## src/rtl/s1488_state_reg.sv

```systemverilog
// s1488_state_reg: state-register stage behind the s1488 next-state cones.
// Captures the six next-state bits every clock and returns them as v7..v12.
// Also provides a 6-bit scan chain (scan_in -> q[0] ... q[5] -> scan_out).
// Optional self-test controller (IDLE/RUN/DONE) with a 16-bit MISR over ns,
// present only when the macro S1488_BIST_EN is defined. Without it, bist_start
// is ignored and all self-test outputs are tied to zero.
module s1488_state_reg #(
    parameter int NSTATE     = 6,   // only 6 is supported (fixed v7..v12 mapping)
    parameter int MISR_W     = 16,
    parameter int RUN_CYCLES = 64,  // 1 .. 2**CNT_W-1
    parameter int CNT_W      = 8
) (
    input  logic              CK,
    input  logic              RST,
    input  logic [NSTATE-1:0] ns,
    output logic [NSTATE-1:0] q,
    input  logic              scan_en,
    input  logic              scan_in,
    output logic              scan_out,
    input  logic              bist_start,
    output logic              bist_busy,
    output logic              bist_done,
    output logic [MISR_W-1:0] signature,
    output logic [CNT_W-1:0]  cycle_cnt
);

    logic [NSTATE-1:0] q_reg;
    logic [NSTATE-1:0] q_next;
    logic [NSTATE-1:0] shift_vec;

    // Scan shift vector: scan_in enters bit 0, every other bit takes its lower neighbour.
    genvar gi;
    generate
        for (gi = 0; gi < NSTATE; gi++) begin : g_shift
            if (gi == 0) begin : g_head
                assign shift_vec[gi] = scan_in;
            end else begin : g_body
                assign shift_vec[gi] = q_reg[gi-1];
            end
        end
    endgenerate

`ifdef S1488_BIST_EN
    localparam logic [1:0] ST_IDLE = 2'd0;
    localparam logic [1:0] ST_RUN  = 2'd1;
    localparam logic [1:0] ST_DONE = 2'd2;

    // x^16+x^12+x^3+x+1, the x^16 term is implied by the shift-out bit.
    localparam logic [MISR_W-1:0] MISR_POLY = MISR_W'(16'h100B);
    localparam logic [CNT_W-1:0]  LAST_CNT  = CNT_W'(RUN_CYCLES - 1);

    logic [1:0]        state_reg;
    logic [1:0]        state_next;
    logic [MISR_W-1:0] sig_reg;
    logic [MISR_W-1:0] sig_next;
    logic [MISR_W-1:0] misr_step;
    logic [CNT_W-1:0]  cnt_reg;
    logic [CNT_W-1:0]  cnt_next;

    // One MISR step, folding in the same ns that is being captured into q.
    assign misr_step = {sig_reg[MISR_W-2:0], 1'b0}
                     ^ (sig_reg[MISR_W-1] ? MISR_POLY : '0)
                     ^ {{(MISR_W-NSTATE){1'b0}}, ns};

    // Next-state logic: RUN always captures functionally; IDLE/DONE honour start, then scan.
    always_comb begin
        state_next = state_reg;
        sig_next   = sig_reg;
        cnt_next   = cnt_reg;
        q_next     = ns;
        case (state_reg)
            ST_RUN: begin
                q_next   = ns;
                sig_next = misr_step;
                cnt_next = cnt_reg + 1'b1;
                if (cnt_reg == LAST_CNT) begin
                    state_next = ST_DONE;
                end
            end
            default: begin
                // IDLE and DONE (and the unused encoding, which behaves as IDLE)
                if (bist_start) begin
                    state_next = ST_RUN;
                    sig_next   = '1;
                    cnt_next   = '0;
                    q_next     = ns;
                end else if (scan_en) begin
                    q_next = shift_vec;
                end else begin
                    q_next = ns;
                end
            end
        endcase
    end

    // State, signature, counter and capture registers with synchronous reset.
    always_ff @(posedge CK) begin
        if (RST) begin
            state_reg <= ST_IDLE;
            sig_reg   <= '0;
            cnt_reg   <= '0;
            q_reg     <= '0;
        end else begin
            state_reg <= state_next;
            sig_reg   <= sig_next;
            cnt_reg   <= cnt_next;
            q_reg     <= q_next;
        end
    end

    assign bist_busy = (state_reg == ST_RUN);
    assign bist_done = (state_reg == ST_DONE);
    assign signature = sig_reg;
    assign cycle_cnt = cnt_reg;
`else
    // Self-test absent: start request has no effect.
    logic unused_bist_start;
    assign unused_bist_start = bist_start;

    // Plain capture or scan shift, exactly as the idle state of the full version.
    always_comb begin
        q_next = ns;
        if (scan_en) begin
            q_next = shift_vec;
        end
    end

    // Capture register with synchronous reset.
    always_ff @(posedge CK) begin
        if (RST) begin
            q_reg <= '0;
        end else begin
            q_reg <= q_next;
        end
    end

    assign bist_busy = 1'b0;
    assign bist_done = 1'b0;
    assign signature = '0;
    assign cycle_cnt = '0;
`endif

    assign q        = q_reg;
    assign scan_out = q_reg[NSTATE-1];

endmodule
```

## config.mk

```make
export PLATFORM = sky130hd
export DESIGN_NAME = s1488_state_reg
export DESIGN_NICKNAME = d
export VERILOG_FILES = /design/src/rtl/s1488_state_reg.sv
export SDC_FILE = /design/constraint.sdc
export NUM_CORES = 1
export LEC_CHECK = 0
export BUFFER_PORTS_ARGS = -buffer_cell sky130_fd_sc_hd__buf_2
export CAP_MARGIN = 20
export CORE_AREA = 10 10 47 49
export CTS_CLUSTER_DIAMETER = 80
export CTS_CLUSTER_SIZE = 24
export DETAILED_ROUTE_END_ITERATION = 10
export DIE_AREA = 0 0 57 59
export MAX_ROUTING_LAYER = met4
export PLACE_DENSITY = 0.74
export REMOVE_ABC_BUFFERS = 1
export SYNTH_ARGS = -nofsm -noshare
export SYNTH_HDL_FRONTEND = slang
export SYNTH_SLANG_ARGS = --single-unit
export TNS_END_PERCENT = 10
```

## constraint.sdc

```tcl
create_clock -name CK -period 1.3 [get_ports CK]
set_clock_uncertainty 0.05 [all_clocks]
set_input_delay 0 -clock CK [delete_from_list [all_inputs] [get_ports CK]]
set_output_delay 0 -clock CK [all_outputs]
set_load 0.02 [all_outputs]
```

* Word-level counts from Yosys, hierarchy flattened
Cells that the tools add are included.
Operators by class: multiplexer cells 1
Operators with widths (count):
- $mux W6 | 1
Storage, ports and cells: bits in registers 6, input bits 11, output and inout port bits 33, word-level logic and storage cells 2

* Logic depth before layout (Yosys ltp)
Gate-level depths: netlist (run 1).
word-level depth 1, mapped depth 3

* Least setup slack after synthesis (run 1)
OpenSTA, ideal clock, no wires.
path kind reg-to-reg, start point reg q_reg[0] (netlist: q[0]), end point reg q_reg[1] (netlist: q[1]), library setup time 0.064 ns, arrival 0.588 ns, required time 1.186 ns, slack 0.597 ns, stages on the path, launching flop included 3, path buffers 0, path through dfxtp_1 mux2i_1 nor2_1
On the way: word-level cells in the longest chain between the ends 1
Ends and longest elaborated chain:
- from (decl) | line 27 | logic [NSTATE-1:0] q_reg;
- from (signal assigned) | line 133 | q_reg <= q_next;
- $mux W6 | line 123 | if (scan_en) begin
No other way between the ends. A chain may end at the register's enable or synchronous reset.

* Worst setup path in the final report (run 1)
start point in ns[4], end point reg q_reg[4] (netlist: q[4])
On the way: word-level cells in the longest chain between the ends 1
Ends and longest elaborated chain:
- from (decl) | line 15 | input logic [NSTATE-1:0] ns,
- $mux W6 | line 123
No other way between the ends.

==> flow_metrics.py, run 1 <==
metrics = {
    "worst_setup_path": {
        "crit_path_end_kind": "flop",
        "crit_arrival_ns": 1.37,
        "path_class": "in -> reg",
        "worstPathRequired_ns": 1.38,
        "path_max_fanout": 1,
        "cp-start-kind": "input pin",
    },
    "detailed_routing": {
        "wl_um": 1080,
        "met1_length_um": 380,
        "vias": 311,
        "via_per_inst": 3.46,
        "ant_nets": 0,
        "top_layer": "met3",
        "initialDrtViolationCount": 3,
        "drtPass1Iterations": 2,
        "met2_length_um": 547,
        "drcViolationCount": 0,
        "post_drt_wl_per_cell_um": 12.0,
        "wl_met3_um": 154,
    },
    "layout": {
        "fin_nets": 87,
        "fin_cells": 90,
        "largest_register_ff_count": 6,
        "final_common_cell": "conb_1",
        "layout_common_cells": "26 x conb_1, 16 x buf_2, 9 x dlygate4sd3_1",
        "layout.filler_cells": 153,
        "multi_input_area_um2": 180,
        "seq_area_um2": 120,
        "drive_above_1_share": 0.257,
        "diodes": 0,
        "syn_to_final_growth_pct": 28.0,
    },
    "synth": {
        "ys_warn_count": 0,
        "avgSynthCellArea_um2": 8.94,
        "synth_seq_cells": 6,
        "yosys.area.top_type": "buf_4",
        "yosysSeqAreaShare": 0.286,
        "synth.area.top_cells": "buf_4 48%, dfxtp_1 29%, mux2i_1 14%, nor2_1 5.4%, buf_6 2.7%",
        "synth_area_um2": 420,
        "yosysTopAreaCellShare": 0.482,
        "ys_types": 6,
        "synthesis.instances": 47,
    },
    "clock_tree": {
        "cts-root-buf": "clkbuf_4",
        "cts-buffers-inserted": 3,
        "insertion_delay_ns": 0.25,
        "cts_tree": "yes",
        "cts.sinks": 6,
        "clock_tree.buffer_depth": 2,
        "path_clk_slew_ns": 0.05,
        "h-tree-depth": 1,
        "post_cts_buffers": 0,
    },
    "timing": {
        "post-route-period-util": 0.992,
        "setup_tns_ns": 0,
        "rsz0062_at_grt": "yes",
        "setup_viol_count_final": 0,
        "report.final.slew_viol_count": 0,
        "max_freq_mhz": 776,
        "whs_ns": -0.0516,
        "finalHoldViolCount": 1,
        "period_minus_slack_ns": 1.29,
    },
    "placed_design": {
        "hpwlAfterDp_um": 836,
        "place_congestion": 0.586,
        "port_buffers": 16,
        "place_inst": 76,
    },
    "die": {
        "rows": 14,
        "die_height_um": 59,
        "io_pins": 44,
        "die_w_um": 57,
        "initial_utilization": 0.300,
        "core_um2": 1400,
        "dieArea_um2": 3360,
    },
    "global_route": {
        "grt-ovfl-total": 0,
        "grt_max_degree": 7,
        "grt_util_all_layers": 0.0697,
        "antenna_found_initial": 0,
        "grt_pass1_vias": 392,
        "grt_pass1_wl_um": 1740,
    },
    "outcome": {
        "failed_checks": "negative hold slack",
        "status": "complete, but fails checks",
    },
    "power": {
        "leakage_uw": 0.000346,
        "p_per_area_nw_per_um2": 1010,
        "vdd_drop_max_mv": 0.364,
    },
    "job": {
        "drv_cap": 0,
    },
    "min_path": {
        "hold_path_class": "in -> reg",
    },
}
## per-layer routing
metal	global-route usage	vias up
met4	0.0302	0
met2	0.109	29
met1	0.0530	132
li1	-	150
met3	0.0708	0
met5	-	-
## cell usage after synthesis
cell type / instances
buf_4: 27
dfxtp_1: 6
mux2i_1: 6
nor2_1: 6
buf_6: 1
conb_1: 1
## area by class of cell
cell class,count,share of cell area
Sequential cell,6,0.223
Multi-Input combinational cell,38,0.335
Timing Repair Buffer,27,0.363
Clock buffer,3,0.0419
Tap cell,16,0.0372
## logic make-up (layout without fill, tap and decap cells)
group	Yosys count	after routing	synth area share
other	1	26	0.00892
flip-flops	6	6	0.286
AND/OR/NAND/NOR	6	6	0.0536
multiplexers	6	6	0.143
buffers and inverters	28	30	0.509
## power breakdown
| group | total, uW | internal [uW] | switching [uW] | leakage (uW) |
|---|---|---|---|---|
| Combinational | 165 | 53.1 | 112 | 0.000282 |
| Sequential | 201 | 196 | 4.66 | 0.0000497 |
| Clock | 177 | 105 | 71.9 | 0.0000138 |
| Total | 542 | 354 | 189 | 0.000346 |
## repair_timing
| action | CTS | global route |
|---|---|---|
| gates resized for setup | 0 | 2 |
| endpoints found under the hold margin | 6 | 0 |
| endpoints found under the setup margin | 0 | 4 |
| hold buffers | 12 | 0 |
## per-stage QoR
stage          total power (uW)  hold slack (ns)  instance area [um2]   util  setup slack (ns)
2_1_floorplan               302           0.0224                  300      -             0.597
4_1_cts                     555            0.462                  543  0.388            0.0278
5_1_grt                     586           0.0186                  538  0.384           -0.0407
3_5_place_dp                337            0.188                  400  0.286             0.642
3_3_place_gp                335            0.181                  400  0.286             0.671
6_report                    542          -0.0516                  538  0.384            0.0107
## final timing paths
check / from / to / slack, ns / depth (start not counted)
max reg2reg: q[4]$_SDFF_PP0_ / q[5]$_SDFF_PP0_ / 0.09 / 3
max: ns[4] / q[4]$_SDFF_PP0_ / 0.01 / 5
min: scan_in / q[0]$_SDFF_PP0_ / -0.05 / 3
min reg2reg: q[2]$_SDFF_PP0_ / q[3]$_SDFF_PP0_ / 0.63 / 3
## critical path, stage by stage
cell and delay [ns]:
dlygate4sd3_1 0.54, buf_2 0.12, mux2i_1 0.11, nor2_1 0.05, dlygate4sd3_1 0.55
No activity file was read; power rests on OpenSTA's default activity.
==> run 2, diff against run 1 <==
==> constraint.sdc (replaced) <==
create_clock -name CK -period 1.3 [get_ports CK]
set_clock_uncertainty 0.05 [all_clocks]
set_input_delay 0.065 -clock CK [delete_from_list [all_inputs] [get_ports CK]]
set_output_delay 0.065 -clock CK [all_outputs]
set_load 0.02 [all_outputs]
==> run 2 against run 1 <==
  * Via count fell by 8.4%
  * Highest routed layer unchanged
  * Maximum frequency is 52% higher
  * Critical path type is now reg -> out
  * Combinational power shrank 9%
  * Sequential share of layout area increased by 2.5 points
  * Wire length down 7.9%
  * Power down 3.0%
  * Critical path depth down 4
  * The flow now finishes without violations
  * Register-to-register slack better by 0.55 ns
  * Sequential power about the same
  * Count of clock-buffer cells in the layout stayed put
  * Hold slack better by 0.062 ns
  * Non-clock buffer count shrank 5
==> flow_metrics.py, run 2 (same netlist as run 1, synthesis figures left out) <==
metrics = {
    "detailed_routing": {
        "initialDrtViolationCount": 1,
        "vias": 285,
        "via_per_inst": 3.35,
        "drcViolationCount": 0,
        "drtPass1Iterations": 3,
        "wl_um": 997,
        "post_drt_wl_per_cell_um": 11.7,
        "ant_nets": 0,
    },
    "worst_setup_path": {
        "cp_num_buf_inv": 1,
        "crit_chain": "buf_2",
        "worstPathRequired_ns": 1.19,
        "path_class": "reg -> out",
        "critical_path.max_stage_delay_ns": 0.32,
        "crit_path_top_delay_cell": "dfxtp_1",
        "cp-start-kind": "flop",
        "crit_path_end_kind": "primary output",
        "path_max_fanout": 2,
        "crit_family": "flip-flops",
        "crit_arrival_ns": 0.73,
    },
    "timing": {
        "post-route-period-util": 0.654,
        "setup_tns_ns": 0,
        "setup_viol_count_final": 0,
        "setup_ws_ns": 0.450,
        "period_minus_slack_ns": 0.850,
        "finalHoldViolCount": 0,
        "max_freq_mhz": 1180,
        "report.final.slew_viol_count": 0,
        "rsz0062_at_grt": "no",
    },
    "placed_design": {
        "port_buffers": 16,
        "place_congestion": 0.586,
        "hpwlAfterDp_um": 836,
        "dpl_worst_slack_ns": 0.594,
        "place_area_um2": 400,
        "place_inst": 76,
    },
    "power": {
        "vdd_drop_max_mv": 0.364,
        "p_total_uw": 526,
        "p_per_area_nw_per_um2": 1090,
        "leakage_uw": 0.000290,
    },
    "layout": {
        "fin_nets": 82,
        "final_area_um2": 483,
        "layout_common_cells": "26 x conb_1, 16 x buf_2",
        "syn_to_final_growth_pct": 14.9,
        "layout.filler_cells": 158,
        "fin_cells": 85,
        "final_common_cell": "conb_1",
        "diodes": 0,
        "drive_above_1_share": 0.275,
        "largest_register_ff_count": 6,
    },
    "clock_tree": {
        "clock_tree.buffer_depth": 2,
        "cts_tree": "yes",
        "insertion_delay_ns": 0.25,
        "path_clk_slew_ns": 0.05,
        "cts.sinks": 6,
        "cts-buffers-inserted": 3,
        "ctsResizeCount": 0,
        "h-tree-depth": 1,
        "cts-root-buf": "clkbuf_4",
        "post_cts_buffers": 0,
        "postCtsHoldBufs": 6,
    },
    "global_route": {
        "grt_pass1_wl_um": 1520,
        "grt_max_degree": 7,
        "grt-ovfl-total": 0,
        "antenna_found_initial": 0,
        "grt_util_all_layers": 0.0621,
        "grt_pass1_vias": 329,
    },
    "die": {
        "core_um2": 1400,
        "dieArea_um2": 3360,
        "rows": 14,
        "die_w_um": 57,
        "io_pins": 44,
        "die_height_um": 59,
        "initial_utilization": 0.300,
    },
    "min_path": {
        "hold_path_class": "in -> reg",
    },
    "outcome": {
        "status": "complete, no violations",
    },
    "job": {
        "drv_cap": 0,
    },
}
==> run 2: cell count changes in the layout (fill, tap and decap cells not counted), sizes merged <==
| cell | previous run | this run |
|---|---|---|
| dlygate4sd3 | 9 | 6 |
| dlymetal6s4s | 2 | 0 |
==> run 2: worst paths after layout <==
kind / endpoint / start / cells after the start / slack, ns
worst max-delay path: q[0] / q[0]$_SDFF_PP0_ / 1 / 0.45
worst min-delay path: q[1]$_SDFF_PP0_ / ns[1] / 3 / 0.01
worst max register to register: q[5]$_SDFF_PP0_ / q[4]$_SDFF_PP0_ / 2 / 0.64
worst min register to register: q[4]$_SDFF_PP0_ / q[3]$_SDFF_PP0_ / 2 / 0.44
==> run 2: area by class of cell <==
cell class / count / area (um2) / area share
multi-input cells: 38 / 180 / 0.373
repair buffers: 22 / 140 / 0.290
flip-flops and latches: 6 / 120 / 0.249
clock buffers: 3 / 22.5 / 0.0466
well taps: 16 / 20.0 / 0.0415
==> run 2: routing by layer <==
layer,track usage,part of all wire,up-vias
li1,-,-,140
met1,0.0506,0.37,116
met2,0.0853,0.48,29
met3,0.0708,0.15,0
met4,0.0302,0,0
met5,-,0,-
==> run 2: tightest hold or removal path: cells and delay by family <==
family                 cells  cell delay (ns)
and+or+nand+nor            1             0.08
buffers and inverters      1             0.07
muxes                      1             0.06
==> run 2: stage by stage <==
stage                     hold WS [ns]   util
after CTS                      0.00269  0.345
after global placement           0.246  0.286
after global routing            0.0217  0.345
after detailed placement         0.253  0.286
after floorplan                 0.0874      -
final                           0.0108  0.345
==> run 2: report_power, final <==
| group | switching, uW | internal (uW) | total, uW |
|---|---|---|---|
| sequential | 4.65 | 196 | 201 |
| combinational | 109 | 40.8 | 150 |
| clock | 70.6 | 105 | 175 |
